File: src/rtl/iz_param_bank_loader.sv
// Serial loader for per-channel Izhikevich neuron parameter banks.
// A frame is {address, payload, even parity}, MSB first, and commits atomically on success.
module iz_param_bank_loader #(
    parameter int unsigned NUM_CH     = 2,
    parameter int unsigned NUM_PARAMS = 4,
    parameter int unsigned PARAM_W    = 16,
    parameter int unsigned CH_W       = 1,
    parameter logic [NUM_PARAMS*PARAM_W-1:0] DEFAULTS =
        {16'sd51, 16'sd51, -16'sd16640, 16'sd512}
) (
    input  logic                                clk,
    input  logic                                reset,
    input  logic                                enable,
    input  logic                                load_enable,
    input  logic                                serial_data_in,
    output logic [NUM_CH*NUM_PARAMS*PARAM_W-1:0] params_flat,
    output logic [NUM_CH-1:0]                   params_ready,
    output logic                                busy,
    output logic                                frame_done,
    output logic                                frame_error
);

    localparam int unsigned DATA_W = NUM_PARAMS * PARAM_W;
    localparam int unsigned CNT_W  = $clog2(DATA_W + CH_W + 1);

    typedef enum logic [2:0] {
        S_IDLE,
        S_ADDR,
        S_DATA,
        S_PARITY,
        S_WAIT
    } state_t;

    state_t              state, state_n;
    logic                le_prev;
    logic [CNT_W-1:0]    bit_cnt, bit_cnt_n;
    logic [CH_W-1:0]     addr_reg, addr_n;
    logic [DATA_W-1:0]   shadow, shadow_n;
    logic                parity_acc, parity_n;
    logic [NUM_CH-1:0]   ready_n;
    logic                busy_n, done_n, error_n, commit;
    logic [DATA_W-1:0]   bank [NUM_CH];

    logic rise, sample, abort, in_frame, addr_ok, parity_ok;

    assign rise      = load_enable & ~le_prev & enable;
    assign sample    = enable & load_enable;
    assign abort     = enable & ~load_enable;
    assign in_frame  = (state == S_ADDR) || (state == S_DATA) || (state == S_PARITY);
    assign addr_ok   = 32'(addr_reg) < NUM_CH;
    assign parity_ok = ~(parity_acc ^ serial_data_in);

    // Next-state and datapath control
    always_comb begin
        state_n   = state;
        bit_cnt_n = bit_cnt;
        addr_n    = addr_reg;
        shadow_n  = shadow;
        parity_n  = parity_acc;
        ready_n   = params_ready;
        done_n    = 1'b0;
        error_n   = 1'b0;
        commit    = 1'b0;

        if (in_frame && abort) begin
            state_n = S_IDLE;
            ready_n = '1;
            error_n = 1'b1;
        end else begin
            case (state)
                S_IDLE: begin
                    if (rise) begin
                        state_n   = S_ADDR;
                        bit_cnt_n = '0;
                        addr_n    = '0;
                        shadow_n  = '0;
                        parity_n  = 1'b0;
                    end
                end
                S_ADDR: begin
                    if (sample) begin
                        addr_n   = CH_W'({addr_reg, serial_data_in});
                        parity_n = parity_acc ^ serial_data_in;
                        if (bit_cnt == CNT_W'(CH_W - 1)) begin
                            bit_cnt_n = '0;
                            state_n   = S_DATA;
                            for (int unsigned c = 0; c < NUM_CH; c++) begin
                                if (32'(addr_n) == c) ready_n[c] = 1'b0;
                            end
                        end else begin
                            bit_cnt_n = bit_cnt + CNT_W'(1);
                        end
                    end
                end
                S_DATA: begin
                    if (sample) begin
                        shadow_n = DATA_W'({shadow, serial_data_in});
                        parity_n = parity_acc ^ serial_data_in;
                        if (bit_cnt == CNT_W'(DATA_W - 1)) begin
                            bit_cnt_n = '0;
                            state_n   = S_PARITY;
                        end else begin
                            bit_cnt_n = bit_cnt + CNT_W'(1);
                        end
                    end
                end
                S_PARITY: begin
                    if (sample) begin
                        state_n  = S_WAIT;
                        ready_n  = '1;
                        parity_n = parity_acc ^ serial_data_in;
                        if (parity_ok && addr_ok) begin
                            commit = 1'b1;
                            done_n = 1'b1;
                        end else begin
                            error_n = 1'b1;
                        end
                    end
                end
                S_WAIT: begin
                    if (abort) state_n = S_IDLE;
                end
                default: state_n = S_IDLE;
            endcase
        end

        busy_n = (state_n != S_IDLE);
    end

    // State register
    always_ff @(posedge clk) begin
        if (reset) state <= S_IDLE;
        else       state <= state_n;
    end

    // Datapath, banks and registered outputs
    always_ff @(posedge clk) begin
        if (reset) begin
            le_prev      <= 1'b0;
            bit_cnt      <= '0;
            addr_reg     <= '0;
            shadow       <= '0;
            parity_acc   <= 1'b0;
            params_ready <= '1;
            busy         <= 1'b0;
            frame_done   <= 1'b0;
            frame_error  <= 1'b0;
            for (int unsigned c = 0; c < NUM_CH; c++) bank[c] <= DEFAULTS;
        end else begin
            le_prev      <= load_enable;
            bit_cnt      <= bit_cnt_n;
            addr_reg     <= addr_n;
            shadow       <= shadow_n;
            parity_acc   <= parity_n;
            params_ready <= ready_n;
            busy         <= busy_n;
            frame_done   <= done_n;
            frame_error  <= error_n;
            if (commit) begin
                for (int unsigned c = 0; c < NUM_CH; c++) begin
                    if (32'(addr_reg) == c) bank[c] <= shadow;
                end
            end
        end
    end

    for (genvar g = 0; g < NUM_CH; g++) begin : g_flat
        assign params_flat[g*DATA_W +: DATA_W] = bank[g];
    end

endmodule

File: config.mk
export PLATFORM = sky130hd
export DESIGN_NAME = iz_param_bank_loader
export DESIGN_NICKNAME = d
export VERILOG_FILES = /design/src/rtl/iz_param_bank_loader.sv
export SDC_FILE = /design/constraint.sdc
export NUM_CORES = 1
export LEC_CHECK = 0
export BUFFER_PORTS_ARGS = -buffer_cell sky130_fd_sc_hd__buf_4
export CORE_MARGIN = 2
export CORE_UTILIZATION = 55
export DETAILED_ROUTE_END_ITERATION = 10
export PLACE_DENSITY = 0.81
export SLEW_MARGIN = 0
export SYNTH_ARGS = -nofsm -noshare
export SYNTH_HDL_FRONTEND = slang
export SYNTH_SLANG_ARGS = --single-unit
File: constraint.sdc
create_clock -name clk -period 24.1 [get_ports clk]
set_clock_uncertainty 0.15 [all_clocks]
set_input_delay 4.82 -clock clk [delete_from_list [all_inputs] [get_ports clk]]
set_output_delay 4.82 -clock clk [all_outputs]
set_load 0.01 [all_outputs]
==> results by stage <==
Outcome:
- The run finished with clean final reports.

Floorplanning:
- The initial core utilization is ~56%.
- The core area is approximately 0.014 sq mm.
- Measured along the y axis, the die boundary spans around 120 microns.
- The die boundary width is about 120 microns.
- The boundary pin count is 138.
- The floorplan step defined a die boundary enclosing 0.0149 sq mm.
- The row count is 43.

STA:
- The clock period minus worst slack is about 6.8 ns.
- The minimum setup slack in the final design is roughly 17 ns.
- Hold timing on the final database bottoms out at a slack of roughly 0.32 ns.
- Setup total negative slack on the finished layout was measured at 0 ns.
- The number of pins exceeding their max-slew limit in the final report came to 0.
- The final clock period utilization by the worst path is between 20 and 30%.
- Setup violations remaining at the end of the flow were counted as 0.
- The final hold violation count is 0.
- Static timing analysis puts the maximum clock frequency at ~150 MHz.
- The relative max-transition margin is between 20% and 30%.
- At the pin with the least slew margin, the transition time is roughly 1.2 ns.
- Setup repair after global routing left no endpoint under its margin.

Job:
- The max-cap check violation count is 0.

Critical path:
- The worst register-to-register path has a depth of 5.
- The largest driver fanout on the critical path is 93.
- Among the stages of the critical path, the cell type that occurs most often is buf_4.
- The worst setup path is launched from a primary input.
- For the worst setup path, the data required time is ~24 ns.
- On the worst path, the slowest cell contributes a delay of roughly 0.67 ns.
- The worst reg2reg path startpoint is state[1].
- The destination of the worst register-to-register timing path is bit_cnt[6].
- The worst setup path is captured at a register.
- The timing startpoint of the critical path is reset.
- Walking the worst path, the cells encountered are buf_4 > inv_1 > o21ai_4 > buf_4.
- The arrival time at the worst endpoint is just under 7 ns.
- In this run the register-to-register setup slack is 20.99 ns.
- The cell with the largest stage delay on the worst path is buf_4.
- The worst setup path is of the primary input to register kind.

Yosys:
- The cell type with the largest total area after synthesis is edfxtp_1.
- The synthesized netlist occupies a cell area of about 0.0077 sq mm.
- The number of instances in the synthesized netlist is between 600 and 700.
- The post-synthesis simple-gate area fraction is 16.8%.
- The number of nets in the synthesized netlist is between 600 and 700.
- Of the synthesized area, sequential elements account for between 70% and 80%.
- The mean instance size in the synthesized netlist is approximately 12 sq um.
- Summing the areas of all compound-gate instances in the mapped netlist gives 7.98% of the synthesized area.
- By area, the combinational part of the netlist is dominated by simple AND/OR/NAND/NOR gates.
- Yosys printed 0 warnings.
- The prevailing post-synth register cell is edfxtp_1.
- After synthesis, the share of flip-flops with an asynchronous set or reset is 0%.
- The number of different library cells in the post-synthesis netlist is 48.
- Of the total synthesized cell area, the portion taken by full adders, half adders and majority gates is less than 1%.
- The number of enable flip-flop cells after synthesis is ~130.
- After Yosys synthesis, XOR and XNOR cells account for less than 1% of the synthesized area.
- After synthesis, the cell types taking the most area are edfxtp_1 (50%), dfxtp_1 (21%), a21oi_1 (4.6%), nand3_1 (4.5%), and2_1 (4.1%).
- The flip-flop and latch count after synthesis is 210.
- The area share of the leading cell type in the synthesized netlist is between 50% and 60%.
- Multiplexer cells account for 0% of the synthesized area.

Global routing:
- Global routing used 2.53% of the available met3 tracks.
- Entering global routing, the biggest net connects 94 pins.
- Global routing finished with a remaining overflow of 0.
- The number of global-route vias before repair came to 4730.
- The total track usage is around 20%.
- The number of antenna violations at the first check in global routing is 0.
- The busiest layer in global routing is met2.
- The met2 global-route usage is between 30% and 40%.
- The met1 usage is 25.4%.
- The first global-routing pass estimated around 24 mm of wire.

CTS:
- The maximum level of the CTS H-tree is 1.
- The CTS root buffer is clkbuf_16.
- Once the clock tree was built, the resizer swapped 0 gates to a different size.
- The clock sink count is between 200 and 250.
- The number of hold buffers added after CTS is 0.
- TritonCTS built the clock tree.
- After clock tree synthesis, the clock-pin slew on the worst setup and hold paths is ~0.06 ns.
- Buffers inserted during clock tree synthesis total 20.
- The maximum number of buffers from clock root to sink is 3.
- The clock insertion delay at the later pin of the skew report is 0.47 ns.
- The setup fix buffers added after clock tree synthesis is 0.

Route:
- After detailed routing, the number of vias per cell comes to around 5.6.
- The routed length per instance is between 15 and 20 microns.
- The iteration count of the initial detailed-routing pass is 5.
- The detailed router finished its first iteration with roughly 460 violations.
- For this run, design rule violations remaining after detail routing come to 0.
- The final routed wirelength across all metal layers is ~15 mm.
- The number of routed nets with antenna violations is 0.
- The vias after detailed routing is 5208.

Power:
- The fraction of power consumed by combinational cells is between 3 and 4%.
- In this run the static leakage power is approximately 3.4 nW.
- The total power divided by cell area is roughly 76 mW/mm^2.
- The design draws around 0.71 mW.
- The switching power is roughly 0.15 mW.
- The internal power of the cells totals around 0.57 mW.
- The net switching share of the total power is between 20 and 25%.
- Sequential cells account for 54.5% of the total power.
- The maximum ir drop on the vdd rail is between 0.05 and 0.06 mV.
- The clock share of power is between 40% and 50%.

Placement:
- The count of buffers from port buffering is roughly 140.
- The weighted congestion reported at the end of routability-driven placement is between 0.8 and 0.9.
- The worst slack after detailed placement is between 15 and 20 ns.
- The half-perimeter wire length after detailed placement is between 9 and 10 mm.

Final layout:
- The area growth from synthesis to final layout is 23.0%.
- The fill cell total of the finished layout is around 960.
- In the final layout, the registers with the most flip-flops are bank: 128 flops, shadow: 64 flops, bit_cnt: 7 flops.
- The most flop-heavy register is bank.
- The register with the most flip-flops in the layout has roughly 130 of them.
- The proportion of layout cells with a drive suffix above 1 is roughly a quarter.
- Cells fill between 60% and 70% of the core in the end.
- The final-stage net count is approximately 750.
- The antenna diode count is 0.

Worst hold path:
- In this run the most critical hold path is launched from shadow[28].
- The path class of the tightest hold or removal check is register to register.
- The worst hold path was traced through 2 stages.
- The worst hold path terminates at shadow[28].
==> placed cells by master (no fill, tap or decap), types with 2 or more instances in the layout <==
master / Yosys / final
and2_1: 50 / 50
or3_1: 17 / 17
nand3_1: 69 / 69
a31oi_1: 3 / 3
clkinv_2: 0 / 2
inv_1: 11 / 11
nor3_1: 2 / 2
nand2b_1: 2 / 2
buf_4: 2 / 141
nand2_1: 76 / 76
o211ai_1: 7 / 7
edfxtp_1: 128 / 128
clkinv_1: 0 / 2
nor2b_1: 4 / 4
clkbuf_1: 25 / 7
o21ai_0: 9 / 7
nor3b_1: 3 / 2
ha_1: 2 / 2
o22ai_1: 2 / 2
o2111ai_1: 3 / 3
inv_6: 0 / 2
clkbuf_16: 0 / 21
a21oi_1: 71 / 71
o31a_1: 2 / 2
o21ai_4: 0 / 2
nor2_1: 11 / 11
dfxtp_1: 82 / 82
==> stage by stage <==
stage / cells / instance area, sq um
after global routing: 935 / 9410
after floorplan: 619 / 7650
final: 935 / 9410
after global placement: 899 / 8790
after detailed placement: 899 / 8790
after CTS: 935 / 9410
==> synthesized netlist by cell type, types with 3 or more instances <==
master,number
or3_1,17
o211ai_1,7
edfxtp_1,128
nand3_1,69
o2111ai_1,3
nor2_1,11
buf_2,12
nor2b_1,4
nand2_1,76
a31oi_1,3
nor3b_1,3
clkbuf_1,25
inv_1,11
dfxtp_1,82
and2_1,50
o21ai_0,9
a21oi_1,71
==> critical path, delay by kind of cell <==
family,cells,cell delay [ns]
buffers and inverters,3,1.73
AO/OA/AOI/OAI,1,0.13
==> cell families (layout without fill, tap and decap cells) <==
logic type                 Yosys count  after routing
buffers and inverters               52            188
AOI/OAI and AO/OA                  106            106
adders and majority gates            3              3
and+or+nand+nor                    247            247
xor gates and xnor gates             1              1
DFF                                210            210
==> worst max path at each step <==
stage / to / slack, ns
2_1_floorplan: bank[0][100] / 13.07
3_3_place_gp: bank[0][101] / 16.83
3_5_place_dp: bank[0][16] / 16.78
4_1_cts: bank[0][37] / 17.26
5_1_grt: bank[0][14] / 17.08
6_report: bank[0][110] / 17.25
==> power groups by stage <==
stage | combinational [mW] | clock (mW) | sequential (mW)
5_1_grt | 0.0302 | 0.313 | 0.388
4_1_cts | 0.0279 | 0.299 | 0.388
3_5_place_dp | 0.0278 | 0 | 0.396
3_3_place_gp | 0.0274 | 0 | 0.396
2_1_floorplan | 0.0132 | 0 | 0.399
6_report | 0.0278 | 0.296 | 0.388
==> metal layers <==
metal	share of wire, %	up-vias	routed length (microns)
met5	0	-	0
met4	1.5	0	231
met3	6.5	24	1000
met2	53	206	8140
met1	39	2520	6080
li1	-	2458	-
==> cell type report <==
cell class                 instances  area, sq um  share of cell area [%]
clock buffer                      28          552                    5.86
clock inverter                     8         72.6                   0.771
inverter                          11         41.3                   0.439
multi-input combinational        357         1980                    21.0
sequential                       210         5490                    58.3
tap                              180          225                    2.39
timing repair buffer             141         1060                    11.2
Note: power is estimated with default switching activity, not from simulation.
